File: src/rtl/muldiv_ctrl_if.sv
// EX-stage <-> HI/LO controller bundle: command, MFHI/MFLO read and status signals.
interface muldiv_ctrl_if #(
    parameter int WIDTH = 32
);
    logic             start;
    logic [1:0]       op;
    logic [WIDTH-1:0] operand_a;
    logic [WIDTH-1:0] operand_b;
    logic             mf_req;
    logic             mf_sel;
    logic [WIDTH-1:0] hilo_rd_data;
    logic             busy;
    logic             stall;
    logic             done;
    logic             div_by_zero;

    modport master (
        output start, op, operand_a, operand_b, mf_req, mf_sel,
        input  hilo_rd_data, busy, stall, done, div_by_zero
    );

    modport slave (
        input  start, op, operand_a, operand_b, mf_req, mf_sel,
        output hilo_rd_data, busy, stall, done, div_by_zero
    );
endinterface

File: src/rtl/muldiv_ctrl.sv
// HI/LO sequencing controller: iterative unsigned multiply / restoring divide,
// MTHI/MTLO writes and EX-stage stall arbitration.
module muldiv_ctrl #(
    parameter int WIDTH = 32
) (
    input logic          clk,
    input logic          reset,
    muldiv_ctrl_if.slave bus
);
    localparam int CNT_W = $clog2(WIDTH + 1);

    localparam logic [1:0] OP_MULTU = 2'b00;
    localparam logic [1:0] OP_DIVU  = 2'b01;
    localparam logic [1:0] OP_MTHI  = 2'b10;

    typedef enum logic [1:0] {
        ST_IDLE  = 2'b00,
        ST_RUN   = 2'b01,
        ST_WRITE = 2'b10
    } state_t;

    state_t           state_r, state_s;
    logic [WIDTH-1:0] hi_r, hi_s;
    logic [WIDTH-1:0] lo_r, lo_s;
    logic [WIDTH-1:0] acc_hi_r, acc_hi_s;
    logic [WIDTH-1:0] acc_lo_r, acc_lo_s;
    logic [WIDTH-1:0] opnd_r, opnd_s;
    logic [CNT_W-1:0] cnt_r, cnt_s;
    logic             is_div_r, is_div_s;
    logic             dbz_r, dbz_s;
    logic             busy_r, done_r;

    logic [WIDTH:0]   mul_sum_s;
    logic [WIDTH:0]   div_shift_s;
    logic [WIDTH+1:0] div_diff_s;
    logic             div_neg_s;

    // One iteration of the datapath. Multiply keeps {acc_hi, acc_lo} as the
    // partial product with the multiplier draining out of acc_lo; divide keeps
    // the remainder in acc_hi and shifts quotient bits into acc_lo.
    always_comb begin
        mul_sum_s   = {1'b0, acc_hi_r} +
                      (acc_lo_r[0] ? {1'b0, opnd_r} : {(WIDTH+1){1'b0}});
        div_shift_s = {acc_hi_r, acc_lo_r[WIDTH-1]};
        div_diff_s  = {1'b0, div_shift_s} - {2'b00, opnd_r};
        div_neg_s   = div_diff_s[WIDTH+1];
    end

    // Next-state and next-register computation for the controller.
    always_comb begin
        state_s  = state_r;
        hi_s     = hi_r;
        lo_s     = lo_r;
        acc_hi_s = acc_hi_r;
        acc_lo_s = acc_lo_r;
        opnd_s   = opnd_r;
        cnt_s    = cnt_r;
        is_div_s = is_div_r;
        dbz_s    = dbz_r;

        case (state_r)
            ST_IDLE: begin
                if (bus.start) begin
                    if (bus.op[1] == 1'b0) begin
                        state_s  = ST_RUN;
                        cnt_s    = {CNT_W{1'b0}};
                        is_div_s = (bus.op == OP_DIVU);
                        dbz_s    = (bus.op == OP_DIVU) && (bus.operand_b == {WIDTH{1'b0}});
                        acc_hi_s = {WIDTH{1'b0}};
                        if (bus.op == OP_DIVU) begin
                            acc_lo_s = bus.operand_a;
                            opnd_s   = bus.operand_b;
                        end else begin
                            acc_lo_s = bus.operand_b;
                            opnd_s   = bus.operand_a;
                        end
                    end else if (bus.op == OP_MTHI) begin
                        hi_s = bus.operand_a;
                    end else begin
                        lo_s = bus.operand_a;
                    end
                end else begin
                    state_s = ST_IDLE;
                end
            end
            ST_RUN: begin
                cnt_s = cnt_r + CNT_W'(1);
                if (is_div_r) begin
                    acc_hi_s = div_neg_s ? div_shift_s[WIDTH-1:0] : div_diff_s[WIDTH-1:0];
                    acc_lo_s = {acc_lo_r[WIDTH-2:0], ~div_neg_s};
                end else begin
                    acc_hi_s = mul_sum_s[WIDTH:1];
                    acc_lo_s = {mul_sum_s[0], acc_lo_r[WIDTH-1:1]};
                end
                if (cnt_r == CNT_W'(WIDTH - 1)) begin
                    state_s = ST_WRITE;
                end else begin
                    state_s = ST_RUN;
                end
            end
            ST_WRITE: begin
                hi_s    = acc_hi_r;
                lo_s    = acc_lo_r;
                state_s = ST_IDLE;
            end
            default: begin
                state_s = ST_IDLE;
            end
        endcase
    end

    // FSM state register.
    always_ff @(posedge clk) begin
        if (reset) begin
            state_r <= ST_IDLE;
        end else begin
            state_r <= state_s;
        end
    end

    // Datapath, architectural HI/LO and registered status outputs.
    always_ff @(posedge clk) begin
        if (reset) begin
            hi_r     <= {WIDTH{1'b0}};
            lo_r     <= {WIDTH{1'b0}};
            acc_hi_r <= {WIDTH{1'b0}};
            acc_lo_r <= {WIDTH{1'b0}};
            opnd_r   <= {WIDTH{1'b0}};
            cnt_r    <= {CNT_W{1'b0}};
            is_div_r <= 1'b0;
            dbz_r    <= 1'b0;
            busy_r   <= 1'b0;
            done_r   <= 1'b0;
        end else begin
            hi_r     <= hi_s;
            lo_r     <= lo_s;
            acc_hi_r <= acc_hi_s;
            acc_lo_r <= acc_lo_s;
            opnd_r   <= opnd_s;
            cnt_r    <= cnt_s;
            is_div_r <= is_div_s;
            dbz_r    <= dbz_s;
            busy_r   <= (state_s != ST_IDLE);
            done_r   <= (state_s == ST_WRITE);
        end
    end

    // Reads come straight from HI/LO so an MT write in the same cycle is not forwarded.
    assign bus.hilo_rd_data = bus.mf_sel ? hi_r : lo_r;
    assign bus.stall        = busy_r & (bus.mf_req | bus.start);
    assign bus.busy         = busy_r;
    assign bus.done         = done_r;
    assign bus.div_by_zero  = dbz_r;
endmodule
File: src/flat_wrapper.sv
// flat-port wrapper written by rule: the top's interface ports become plain ports
module muldiv_ctrl_flat 
#(
    parameter int WIDTH = 32
)
  (clk, reset, bus_start, bus_op, bus_operand_a, bus_operand_b, bus_mf_req, bus_mf_sel, bus_hilo_rd_data, bus_busy, bus_stall, bus_done, bus_div_by_zero);
  muldiv_ctrl_if #(.WIDTH(WIDTH)) bus_i ();
  input logic clk;
  input logic reset;
  input wire logic [$bits(bus_i.start)-1:0] bus_start;
  input wire logic [$bits(bus_i.op)-1:0] bus_op;
  input wire logic [$bits(bus_i.operand_a)-1:0] bus_operand_a;
  input wire logic [$bits(bus_i.operand_b)-1:0] bus_operand_b;
  input wire logic [$bits(bus_i.mf_req)-1:0] bus_mf_req;
  input wire logic [$bits(bus_i.mf_sel)-1:0] bus_mf_sel;
  output wire logic [$bits(bus_i.hilo_rd_data)-1:0] bus_hilo_rd_data;
  output wire logic [$bits(bus_i.busy)-1:0] bus_busy;
  output wire logic [$bits(bus_i.stall)-1:0] bus_stall;
  output wire logic [$bits(bus_i.done)-1:0] bus_done;
  output wire logic [$bits(bus_i.div_by_zero)-1:0] bus_div_by_zero;
  assign bus_i.start = bus_start;
  assign bus_i.op = bus_op;
  assign bus_i.operand_a = bus_operand_a;
  assign bus_i.operand_b = bus_operand_b;
  assign bus_i.mf_req = bus_mf_req;
  assign bus_i.mf_sel = bus_mf_sel;
  assign bus_hilo_rd_data = bus_i.hilo_rd_data;
  assign bus_busy = bus_i.busy;
  assign bus_stall = bus_i.stall;
  assign bus_done = bus_i.done;
  assign bus_div_by_zero = bus_i.div_by_zero;
  muldiv_ctrl #(.WIDTH(WIDTH)) u_core (.clk(clk), .reset(reset), .bus(bus_i));
endmodule
File: config.mk
export PLATFORM = sky130hd
export DESIGN_NAME = muldiv_ctrl_flat
export DESIGN_NICKNAME = d
export VERILOG_FILES = /design/src/rtl/muldiv_ctrl_if.sv /design/src/rtl/muldiv_ctrl.sv /design/src/flat_wrapper.sv
export SDC_FILE = /design/constraint.sdc
export NUM_CORES = 1
export LEC_CHECK = 0
export CORE_MARGIN = 1.5
export CORE_UTILIZATION = 47
export CTS_BUF_LIST = sky130_fd_sc_hd__clkbuf_8
export CTS_CLUSTER_SIZE = 8
export DETAILED_ROUTE_END_ITERATION = 10
export PLACE_DENSITY = 0.76
export SLEW_MARGIN = 5
export SYNTH_ARGS = -nofsm -noshare
export SYNTH_HDL_FRONTEND = slang
export SYNTH_SLANG_ARGS = --single-unit
File: constraint.sdc
create_clock -name clk -period 9.1 [get_ports clk]
set_clock_uncertainty 0.15 [all_clocks]
set_input_delay 1.365 -clock clk [delete_from_list [all_inputs] [get_ports clk]]
set_output_delay 1.365 -clock clk [all_outputs]
set_load 0.03 [all_outputs]
==> results.md <==
* Post-route minimum period at 4761 ps
* Clock transition at the registers of the reported paths at 110 ps
* Area grow syn2layout at 12.80%
* Synth Area per Inst at 8.084 um^2
* CTS tree: built
* Number of global-route vias before repair at 10820
* Worst hold start: u_core.opnd_r[0]
* Cell area after synthesis at 12150 um^2
* Critical path capture point type: primary output
* Switching pwr at 643.7 uW
* Number of synthesized flops with an enable pin at 0
* Clk root buf: clkbuf_8
* FP Rows at 58
* Hold slack at 340.3 ps
* Fin Setup TNS at 0 ps
* Setup Buffers After CTS at 0
* Grt total ovfl at 0
* Top cells by area, synth: dfxtp_1 28%, mux2i_1 9.1%, a211oi_1 6.7%
* Initial Utilization at 0.4811
* Outcome: complete, no violations
* Worst Hold Class: flop to flop
* Cts bufs inserted at 17
* Power, Total at 1827 uW
* First-pass GRT wire length at 58900 um
* Slew Viols, Final at 0
* Number of distinct library cells after synthesis at 75
* Cells after Synth at 1503
* Max Cap Viol at 0
* LEAKAGE at 0.005720 uW
* WL final at 36610 um
* CP Max Fanout at 32
* Syn nets at 1641
* GP Congestion at 0.9164
* Power share of the combinational group at 0.247
* Final Setup Violations at 0
* Hold Buf Count CTS at 0
* Ratio of cells with drive above 1 in the final layout at 0.06890
* H-tree depth at 4
* DR vias/cell at 6.218
* Post-DR wirelength/cell at 19.43 um
* Max IR drop VDD at 0.00009830 V
* Io pins at 107
* Drt initial violations at 1153
* Post_cts resized at 0
* Post-synth ARST share at 0
* Yosys warnings at 0
* Max-slew headroom at 0.2178
* P per Cell Area at 133.3 nW/um^2
* Die Area at 26830 um^2
* Fin nets at 1678
* First-pass DRT Iterations at 8
* Most frequent cells in the layout: 171 x dfxtp_1, 168 x nor2_1, 121 x nand2_1, 111 x mux2i_1, 109 x a211oi_1
* Clock network power share at 0.307
* Total track usage at 0.2767
* Sequential-to-total area share from yosys stat at 0.2834
* Synth top area share at 0.2834
* Arrival time at the worst endpoint at 3250 ps
* Int Pwr at 1183 uW
* Final period utilization at 0.5232
* Post-route DRC at 0
* Post-DP HPWL at 25680 um
* Peak Freq at 0.2100 GHz
* Net Sw Frac at 0.3523
* Antenna-violating nets left at 0
* Worst slew pin tran at 1173 ps
* Vias at 11710
* WP data required at 7590 ps
* TritonCTS Sinks at 172
* Post-synth top area cell: dfxtp_1
* Synth Flop Type: dfxtp_1
* Die Height at 163.8 um
* Final Hold Fails at 0
* Filler cell count at 2329
* RSZ-0062 raised after global routing: no
* Antenna violations before repair at 1
* Chip width at 163.8 um
* I/O Buffers at 106
* Crit Path Category: input pin to primary output
* Worst skew pair latency at 490 ps
* Startpoint Class: input pin
* Largest net degree at the start of global routing at 89
* Clock buffer depth at 2
* Critical Path Start: bus_mf_sel
* Sequential share of power at 0.446
* Commonest non-fill, non-tap cell in the layout: dfxtp_1
* Core area at 25250 um^2
* Synth Register Bits at 172
* Register area at 3445 um^2
* FF-to-FF Start: u_core.acc_lo_r[0]
* Multi-input logic area at 8087 um^2
[state kept, by name, indices dropped and copies added (netlist names)]
signal,count
u_core.acc_hi_r,32
u_core.acc_lo_r,32
u_core.hi_r,32
u_core.lo_r,32
u_core.opnd_r,32
u_core.cnt_r,6
u_core.state_r,2
u_core.bus.busy,1
u_core.bus.div_by_zero,1
u_core.bus.done,1
u_core.is_div_r,1
[path summary, 6_finish.rpt]
| path | endpoint | slack [ps] | depth (start not counted) |
|---|---|---|---|
| max | bus_hilo_rd_data[3] | 4340 | 4 |
| min | u_core.opnd_r[0] | 340 | 2 |
| max reg2reg | u_core.acc_hi_r[23] | 4810 | 15 |
| min reg2reg | u_core.opnd_r[0] | 340 | 2 |
[Yosys cell counts (27+ instances only)]
cell type  instances
nand2_1          122
and2_1            37
ha_1              65
o21ai_0           58
dfxtp_1          172
a311oi_1          32
o22ai_1           32
clkbuf_1          81
inv_1             53
nor2b_1           40
a21oi_1          103
nor2_1           169
xnor2_1           29
mux2i_1          111
a21o_1            27
a211oi_1         109
mux2_2            33
[cell type report]
| class | instances | share of cell area |
|---|---|---|
| Clock buffer | 18 | 0.01808 |
| Clock inverter | 14 | 0.01086 |
| Tap cell | 330 | 0.03013 |
| Inverter | 53 | 0.01452 |
| Sequential cell | 172 | 0.2513 |
| Timing Repair Buffer | 120 | 0.08490 |
| Multi-Input combinational cell | 1176 | 0.5900 |
| Antenna cell | 1 | 0.0001826 |
[power groups by stage]
stage / registers (uW) / logic, uW / clock network, uW
finish: 815 / 451 / 561
global route: 818 / 493 / 594
CTS: 813 / 445 / 567
detailed placement: 830 / 442 / 0
global placement: 830 / 434 / 0
floorplan: 819 / 316 / 0
[worst max-delay path, cell delays in order]
cell and delay (ps):
clkdlybuf4s50_1 450, buf_4 410, mux2_2 400, clkdlybuf4s50_1 610
[cell families after synthesis]
logic type | synth area share
AOI/OAI and AO/OA | 0.2617
xor gates and xnor gates | 0.03316
adders and majority gates | 0.07023
buffers and inverters | 0.05344
DFF | 0.2834
muxes | 0.1220
and+or+nand+nor | 0.1761
[metal layers]
layer | track usage | wire, um | vias up
li1 | - | - | 5588
met2 | 0.4200 | 16020 | 500
met4 | 0.1103 | 1301 | 0
met3 | 0.04015 | 2523 | 85
met5 | 0 | 0 | -
met1 | 0.3917 | 16770 | 5541
[per-stage QoR]
step | cells | setup WS, ps | utilization | cell area [um^2]
after floorplan | 1503 | 5249 | - | 12150
after global placement | 1851 | 4409 | 0.5269 | 13310
after detailed placement | 1851 | 4344 | 0.5269 | 13310
after CTS | 1883 | 4339 | 0.5426 | 13700
after global routing | 1883 | 4288 | 0.5426 | 13700
final | 1884 | 4339 | 0.5427 | 13710
Note: power is estimated with default switching activity, not from simulation.
